--- src/rtl/palmpilot_pkg.sv ---
// Board-wide constants and the button FSM encoding shared by every
// conditioner instance on the PalmPilot Basys3 design.
package palmpilot_pkg;

    localparam int unsigned CLK_HZ = 100_000_000;

    // 10 ms debounce window and 1 s long-hold threshold at the board clock.
    localparam int unsigned BTN_DEBOUNCE_CYCLES = CLK_HZ / 100;
    localparam int unsigned BTN_HOLD_CYCLES     = CLK_HZ;

    typedef enum logic [1:0] {
        IDLE         = 2'd0,
        PRESS_WAIT   = 2'd1,
        PRESSED      = 2'd2,
        RELEASE_WAIT = 2'd3
    } btn_state_t;

endpackage

--- src/rtl/bit_synchronizer.sv ---
// Multi-flop synchroniser for one asynchronous pin; shared by the board
// buttons and switches.
module bit_synchronizer #(
    parameter int STAGES = 2
) (
    input  logic clk,
    input  logic reset,
    input  logic d_i,
    output logic q_o
);

    logic [STAGES-1:0] sync_q;

    always_ff @(posedge clk or negedge reset) begin
        if (!reset) begin
            sync_q <= '0;
        end else begin
            sync_q <= {sync_q[STAGES-2:0], d_i};
        end
    end

    assign q_o = sync_q[STAGES-1];

endmodule

--- src/rtl/button_conditioner.sv ---
// Synchronises and debounces the raw push-button, producing a clean level
// and one-cycle press, release and long-hold pulses.
module button_conditioner
    import palmpilot_pkg::*;
#(
    parameter int SYNC_STAGES     = 2,
    parameter int DEBOUNCE_CYCLES = BTN_DEBOUNCE_CYCLES,
    parameter int HOLD_CYCLES     = BTN_HOLD_CYCLES
) (
    input  logic       clk,
    input  logic       reset,
    input  logic       btn_raw,
    output logic       btn_level,
    output logic       btn_press,
    output logic       btn_release,
    output logic       btn_hold,
    output btn_state_t dbg_state
);

    localparam int DB_W   = $clog2(DEBOUNCE_CYCLES);
    localparam int HOLD_W = $clog2(HOLD_CYCLES);
    localparam logic [DB_W-1:0]   DB_LAST   = DB_W'(DEBOUNCE_CYCLES - 1);
    localparam logic [HOLD_W-1:0] HOLD_LAST = HOLD_W'(HOLD_CYCLES - 1);

    logic btn_s;

    bit_synchronizer #(
        .STAGES (SYNC_STAGES)
    ) u_sync (
        .clk   (clk),
        .reset (reset),
        .d_i   (btn_raw),
        .q_o   (btn_s)
    );

    btn_state_t        state_q, state_d;
    logic [DB_W-1:0]   db_cnt_q, db_cnt_d;
    logic [HOLD_W-1:0] hold_cnt_q, hold_cnt_d;
    logic              hold_done_q, hold_done_d;
    logic              level_q, level_d;
    logic              press_q, press_d;
    logic              release_q, release_d;
    logic              hold_q, hold_d;

    always_ff @(posedge clk or negedge reset) begin
        if (!reset) begin
            state_q     <= IDLE;
            db_cnt_q    <= '0;
            hold_cnt_q  <= '0;
            hold_done_q <= 1'b0;
            level_q     <= 1'b0;
            press_q     <= 1'b0;
            release_q   <= 1'b0;
            hold_q      <= 1'b0;
        end else begin
            state_q     <= state_d;
            db_cnt_q    <= db_cnt_d;
            hold_cnt_q  <= hold_cnt_d;
            hold_done_q <= hold_done_d;
            level_q     <= level_d;
            press_q     <= press_d;
            release_q   <= release_d;
            hold_q      <= hold_d;
        end
    end

    always_comb begin
        state_d     = state_q;
        db_cnt_d    = db_cnt_q;
        hold_cnt_d  = hold_cnt_q;
        hold_done_d = hold_done_q;
        press_d     = 1'b0;
        release_d   = 1'b0;
        hold_d      = 1'b0;

        // The hold counter saturates at its threshold; hold_done stops re-firing.
        if (state_q == PRESSED || state_q == RELEASE_WAIT) begin
            if (hold_cnt_q == HOLD_LAST) begin
                if (!hold_done_q) begin
                    hold_d      = 1'b1;
                    hold_done_d = 1'b1;
                end
            end else begin
                hold_cnt_d = hold_cnt_q + 1'b1;
            end
        end

        case (state_q)
            IDLE: begin
                if (btn_s) begin
                    state_d  = PRESS_WAIT;
                    db_cnt_d = DB_W'(1);
                end
            end
            PRESS_WAIT: begin
                if (!btn_s) begin
                    state_d  = IDLE;
                    db_cnt_d = '0;
                end else if (db_cnt_q == DB_LAST) begin
                    state_d  = PRESSED;
                    db_cnt_d = '0;
                    press_d  = 1'b1;
                end else begin
                    db_cnt_d = db_cnt_q + 1'b1;
                end
            end
            PRESSED: begin
                if (!btn_s) begin
                    state_d  = RELEASE_WAIT;
                    db_cnt_d = DB_W'(1);
                end
            end
            RELEASE_WAIT: begin
                if (btn_s) begin
                    state_d  = PRESSED;
                    db_cnt_d = '0;
                end else if (db_cnt_q == DB_LAST) begin
                    state_d     = IDLE;
                    db_cnt_d    = '0;
                    release_d   = 1'b1;
                    hold_cnt_d  = '0;
                    hold_done_d = 1'b0;
                end else begin
                    db_cnt_d = db_cnt_q + 1'b1;
                end
            end
            default: begin
                state_d = IDLE;
            end
        endcase

        level_d = (state_d == PRESSED) || (state_d == RELEASE_WAIT);
    end

    assign btn_level   = level_q;
    assign btn_press   = press_q;
    assign btn_release = release_q;
    assign btn_hold    = hold_q;
    assign dbg_state   = state_q;

endmodule
--- config.mk ---
export PLATFORM = sky130hd
export DESIGN_NAME = button_conditioner
export DESIGN_NICKNAME = d
export VERILOG_FILES = /design/src/rtl/palmpilot_pkg.sv /design/src/rtl/bit_synchronizer.sv /design/src/rtl/button_conditioner.sv
export SDC_FILE = /design/constraint.sdc
export NUM_CORES = 1
export LEC_CHECK = 0
export CORE_AREA = 5 5 69 84
export CTS_BUF_LIST = sky130_fd_sc_hd__clkbuf_8
export DETAILED_ROUTE_END_ITERATION = 7
export DIE_AREA = 0 0 74 89
export GPL_TIMING_DRIVEN = 1
export PLACE_DENSITY_LB_ADDON = 0.12
export SLEW_MARGIN = 20
export SYNTH_ARGS = -nofsm -noshare
export SYNTH_HDL_FRONTEND = slang
export SYNTH_SLANG_ARGS = --single-unit
--- constraint.sdc ---
create_clock -name clk -period 2.4 [get_ports clk]
set_clock_uncertainty 0.2 [all_clocks]
set_input_delay 0.36 -clock clk [delete_from_list [all_inputs] [get_ports clk]]
set_output_delay 0.36 -clock clk [all_outputs]
set_load 0.005 [all_outputs]
Yosys cells after proc, flatten, opt, wreduce, memory -nomap -nowiden. Cells that the tools add are included.

Equality and inequality tests: 9. $mul: 0. Div/mod/pow operators: 0. Bitwise gates (word level): 0. Order comparisons: 0. Reductions and logical operators: 4. Add/subtract/negate cells: 2. Muxes and demuxes: 31. Shifts and indexed selects: 0.

Operator list (count): $mux W27 (5); $mux W20 (5); $pmux W20 S4 (1); $add A27 B1 Y27 const B (1); $eq A27 B27 Y1 const B (1); $add A20 B1 Y20 const B (1); $eq A20 B20 Y1 const B (1); $mux W1 (13); $mux W2 (6); $eq A2 B2 Y1 const B (4); $pmux W2 S4 (1); $eq A2 B1 Y1 const B (1); $logic_not A2 Y1 (1); $logic_or A1 B1 Y1 (2); $ne A2 B1 Y1 const B (1); $ne A2 B2 Y1 const B (1); $reduce_and A2 Y1 (1).

Bits in latches: 0. Input bits: 3. Bits in read-only memories: 0. Word-level logic and storage cells: 55. Register bits after elaboration: 56. Memory bits (writable): 0. Output and inout port bits: 6. Memories: 0.

Logic depth before layout (Yosys ltp).
Word-level depth: 6. Mapped depth: 8. Depth with buffers taken out: 6.

Hierarchy. Synthesis repeated with hierarchy kept, for this count alone.

Cell total of the unflattened synthesis: 316. Area total of the unflattened synthesis: 3002.9 µm².

By module, submodules not included: button_conditioner (area each 2952.8 µm², seq. area each 1351.3 µm², cells each 314, times used 1); bit_synchronizer (area each 50.0 µm², seq. area each 50.0 µm², cells each 2, times used 1).

Worst setup path after synthesis. No wires, ideal clock.

Path kind: register to register. From: register db_cnt_q[0]. To: register hold_cnt_q[10]. Setup time: 0.119 ns. Setup slack: 0.418 ns. Required time: 2.081 ns. Data arrival time: 1.663 ns. Cell stages (with the launch flop): 8. Clock period less this slack: 1.982 ns. Buffers on the path: 1. Cells stage by stage: dfrtp_1 > ha_1 > nand3_2 > nor3_2 > nand3_2 > nor3b_4 > buf_6 > nor2_1.

Longest elaborated chain between the ends: 4.

Ends and longest elaborated chain: start: declaration (RTL line button_conditioner.sv:37) `logic [DB_W-1:0] db_cnt_q, db_cnt_d;`; start signal: assignment (RTL line button_conditioner.sv:57) `db_cnt_q <= db_cnt_d;`; $eq A20 B20 Y1 (RTL line button_conditioner.sv:117) `end else if (db_cnt_q == DB_LAST) begin`; $mux W27 (RTL line button_conditioner.sv:117); $mux W27 (RTL line button_conditioner.sv:114) `if (btn_s) begin`; $mux W27 (RTL line button_conditioner.sv:88) `case (state_q)`; named net hold_cnt_d[10] (RTL line button_conditioner.sv:38) `logic [HOLD_W-1:0] hold_cnt_q, hold_cnt_d;`; end signal: assignment (RTL line button_conditioner.sv:58) `hold_cnt_q <= hold_cnt_d;`; end: declaration (RTL line button_conditioner.sv:38).

The timed path passes the listed nets, and every way through them passes these cells. A chain may end at the register's enable or synchronous reset.

Final worst setup path.
From: register db_cnt_q[0]. To: register hold_cnt_q[8].

Same word-level chain as after synthesis.

==> impl_metrics.yaml <==
die:
  fp.dieW_um: 74
  start_util_pct: 61.8
  io_pins: 9
  die_area_um2: 6590
  rows: 28
  coreArea_um2: 4870
  die_h_um: 89
global_routing:
  track_usage_pct: 21.3
  grt_first_pass_wirelength_um: 11000
  grt_pass1_vias: 2386
  grt_overflow: 0
  grt_max_degree: 57
  antenna_found_initial: 0
clock_tree:
  cts.htree.levels: 2
  clock-sinks: 56
  cts-buffers-inserted: 5
  ctsResizeCount: 0
  clkLatencyLatePin_ns: 0.31
  cts_buffer_depth: 2
  cts-root-buf: "clkbuf_8"
  cts_tree: "done"
  clk_pin_slew_worst_paths_ns: 0.10
drt:
  num_vias: 2355
  drtIter0Drc: 93
  final_antenna_net_count: 0
  drt_wl_total_um: 6070
  drc: 0
  wl_per_cell_um: 15.6
  dr.pass1.iters: 4
  viasPerCell: 6.07
placement:
  dp_cells: 380
  dp_hpwl_um: 4210
  io_buffers: 8
  gp_congestion: 0.878
sta:
  finalMaxSlewViolations: 0
  grt_setup_unrepaired: "false"
  fin_setup_tns_ns: 0
  layout_min_cycle_time_ns: 2.20
  tightest_slew_ns: 0.843
  fmax_mhz: 455
  finalHoldViolations: 0
  setup_viol: 0
  min_period_over_period_pct: 91.6
  relSlewSlack_pct: 43.6
layout:
  drive_gt1_share_pct: 10.7
  layout_common_cells: "dfrtp_1, nor2_1, nand2_1"
  layoutNonFillerInstCount: 388
  diodes: 0
  finalNetCount: 333
  final_common_cell: "dfrtp_1"
  area_growth_pct: 8.18
logic_synthesis:
  syn_area_um2: 3010
  async_reset_ff_share_pct: 100
  synth_enable_flop_cells: 0
  synthTopCellsByArea: "dfrtp_1, xnor2_1, nor2_1"
  synth_top_area_share_pct: 46.5
  yosysUniqueCellTypes: 54
  ys_ff_latch: 56
  yosys.area.top_type: "dfrtp_1"
  ys_seq_area_share_pct: 46.5
  synthFlopType: "dfrtp_1"
  postSynthNetCount: 320
  yosysWarnings: 0
  avgSynthCellArea_um2: 9.56
  synthCells: 315
setup_path:
  ff2ff_path_depth: 7
  crit_start: "db_cnt_q[0]"
  rr_endpoint: "hold_cnt_q[8]"
  crit_required_ns: 2.40
  cp-end-kind: "flip-flop"
  arrival_ns: 2.19
  critical_path_class: "flip-flop to flip-flop"
  r2r_start: "db_cnt_q[0]"
  crit_path_start_kind: "flip-flop"
  crit_fanout: 8
  r2r_setup_slack_ns: 0.20
power:
  power.density_nw_per_um2: 478
  leakage_nw: 1.41
  ir_drop_mv: 0.408
worst_hold_path:
  hp-class: "flip-flop to flip-flop"
  min_from: "u_sync.sync_q[0]"
  min_to: "u_sync.sync_q[1]"
  whs_path_depth: 0
outcome:
  outcome: "complete, no violations"
job:
  max-cap-violations: 0
## cell families (layout without fill, tap and decap cells)
family / count (synthesis) / after routing / share of synthesized area [%]
flip-flops: 56 / 56 / 46.5
AO/OA/AOI/OAI: 53 / 53 / 11.5
adder cells (fa/ha/maj): 2 / 2 / 0.831
XOR/XNOR: 21 / 21 / 6.36
multiplexers: 4 / 4 / 1.41
buffers and inverters: 21 / 34 / 4.11
AND/OR/NAND/NOR: 158 / 158 / 29.2
## metal layers
layer	global-route usage, %	up-vias	share of wire, %
li1	-	1168	-
met1	26.5	1141	44
met2	36.9	36	51
met3	3.26	10	2.0
met4	8.73	0	2.2
met5	0	-	0
## per-stage QoR
stage               cell area (um^2)  util (%)  setup WS [ns]  power [mW]  hold slack (ns)
CTS                             3260      66.9          0.221        1.57            0.177
global route                    3260      66.9         0.0616        1.63            0.195
floorplan                       3010         -          0.418        1.04           -0.136
detailed placement              3170      65.0          0.244        1.08            0.155
global placement                3170      65.0          0.317        1.07            0.139
finish                          3260      66.9          0.203        1.56            0.170
## state kept, by name (all words and copies together), names as in the netlist
signal / cells
hold_cnt_q: 27
db_cnt_q: 20
dbg_state: 2
u_sync.sync_q: 2
btn_hold: 1
btn_level: 1
btn_press: 1
btn_release: 1
hold_done_q: 1
## synthesized netlist by cell type (all sizes together) (5+ instances only)
master / count
dfrtp: 56
nor2: 36
nand2: 32
nand3: 20
xnor2: 16
a21oi: 15
nor3: 13
buf: 12
nand4: 10
o21ai: 10
and3: 8
nor4: 8
a31oi: 7
inv: 6
and4: 5
xor2: 5
## power breakdown
| part | switching [mW] | total [mW] | internal (mW) |
|---|---|---|---|
| registers | 0.0217 | 0.981 | 0.959 |
| logic | 0.0486 | 0.0774 | 0.0289 |
| clock network | 0.301 | 0.500 | 0.199 |
## worst max path at each step
stage	cells past startpoint	to	slack, ns
global route	7	hold_cnt_q[6]	0.06
detailed placement	7	hold_cnt_q[8]	0.24
finish	7	hold_cnt_q[8]	0.20
floorplan	7	hold_cnt_q[10]	0.42
CTS	7	hold_cnt_q[8]	0.22
global placement	7	hold_cnt_q[6]	0.32
## critical path: stages, from the launching register on
cell and delay, ns:
dfrtp_1 0.42, ha_1 0.24, nand3_2 0.11, buf_4 0.18, nor4_1 0.47, and3_1 0.30
or4_1 0.13, nand2_1 0.05
## final cells by class
class	count	area [um^2]
clock buffers	5	68.8
flip-flops and latches	56	1400
multi-input cells	238	1490
repair buffers	21	188
fillers	407	1610
inverters	6	22.5
well taps	60	75.1
clock inverters	2	12.5
## what timing repair did
action	in CTS	in global routing
hold endpoints to repair	19	0
buffers inserted	0	0
hold buffers	1	0
(Power assumes the default switching activity.)
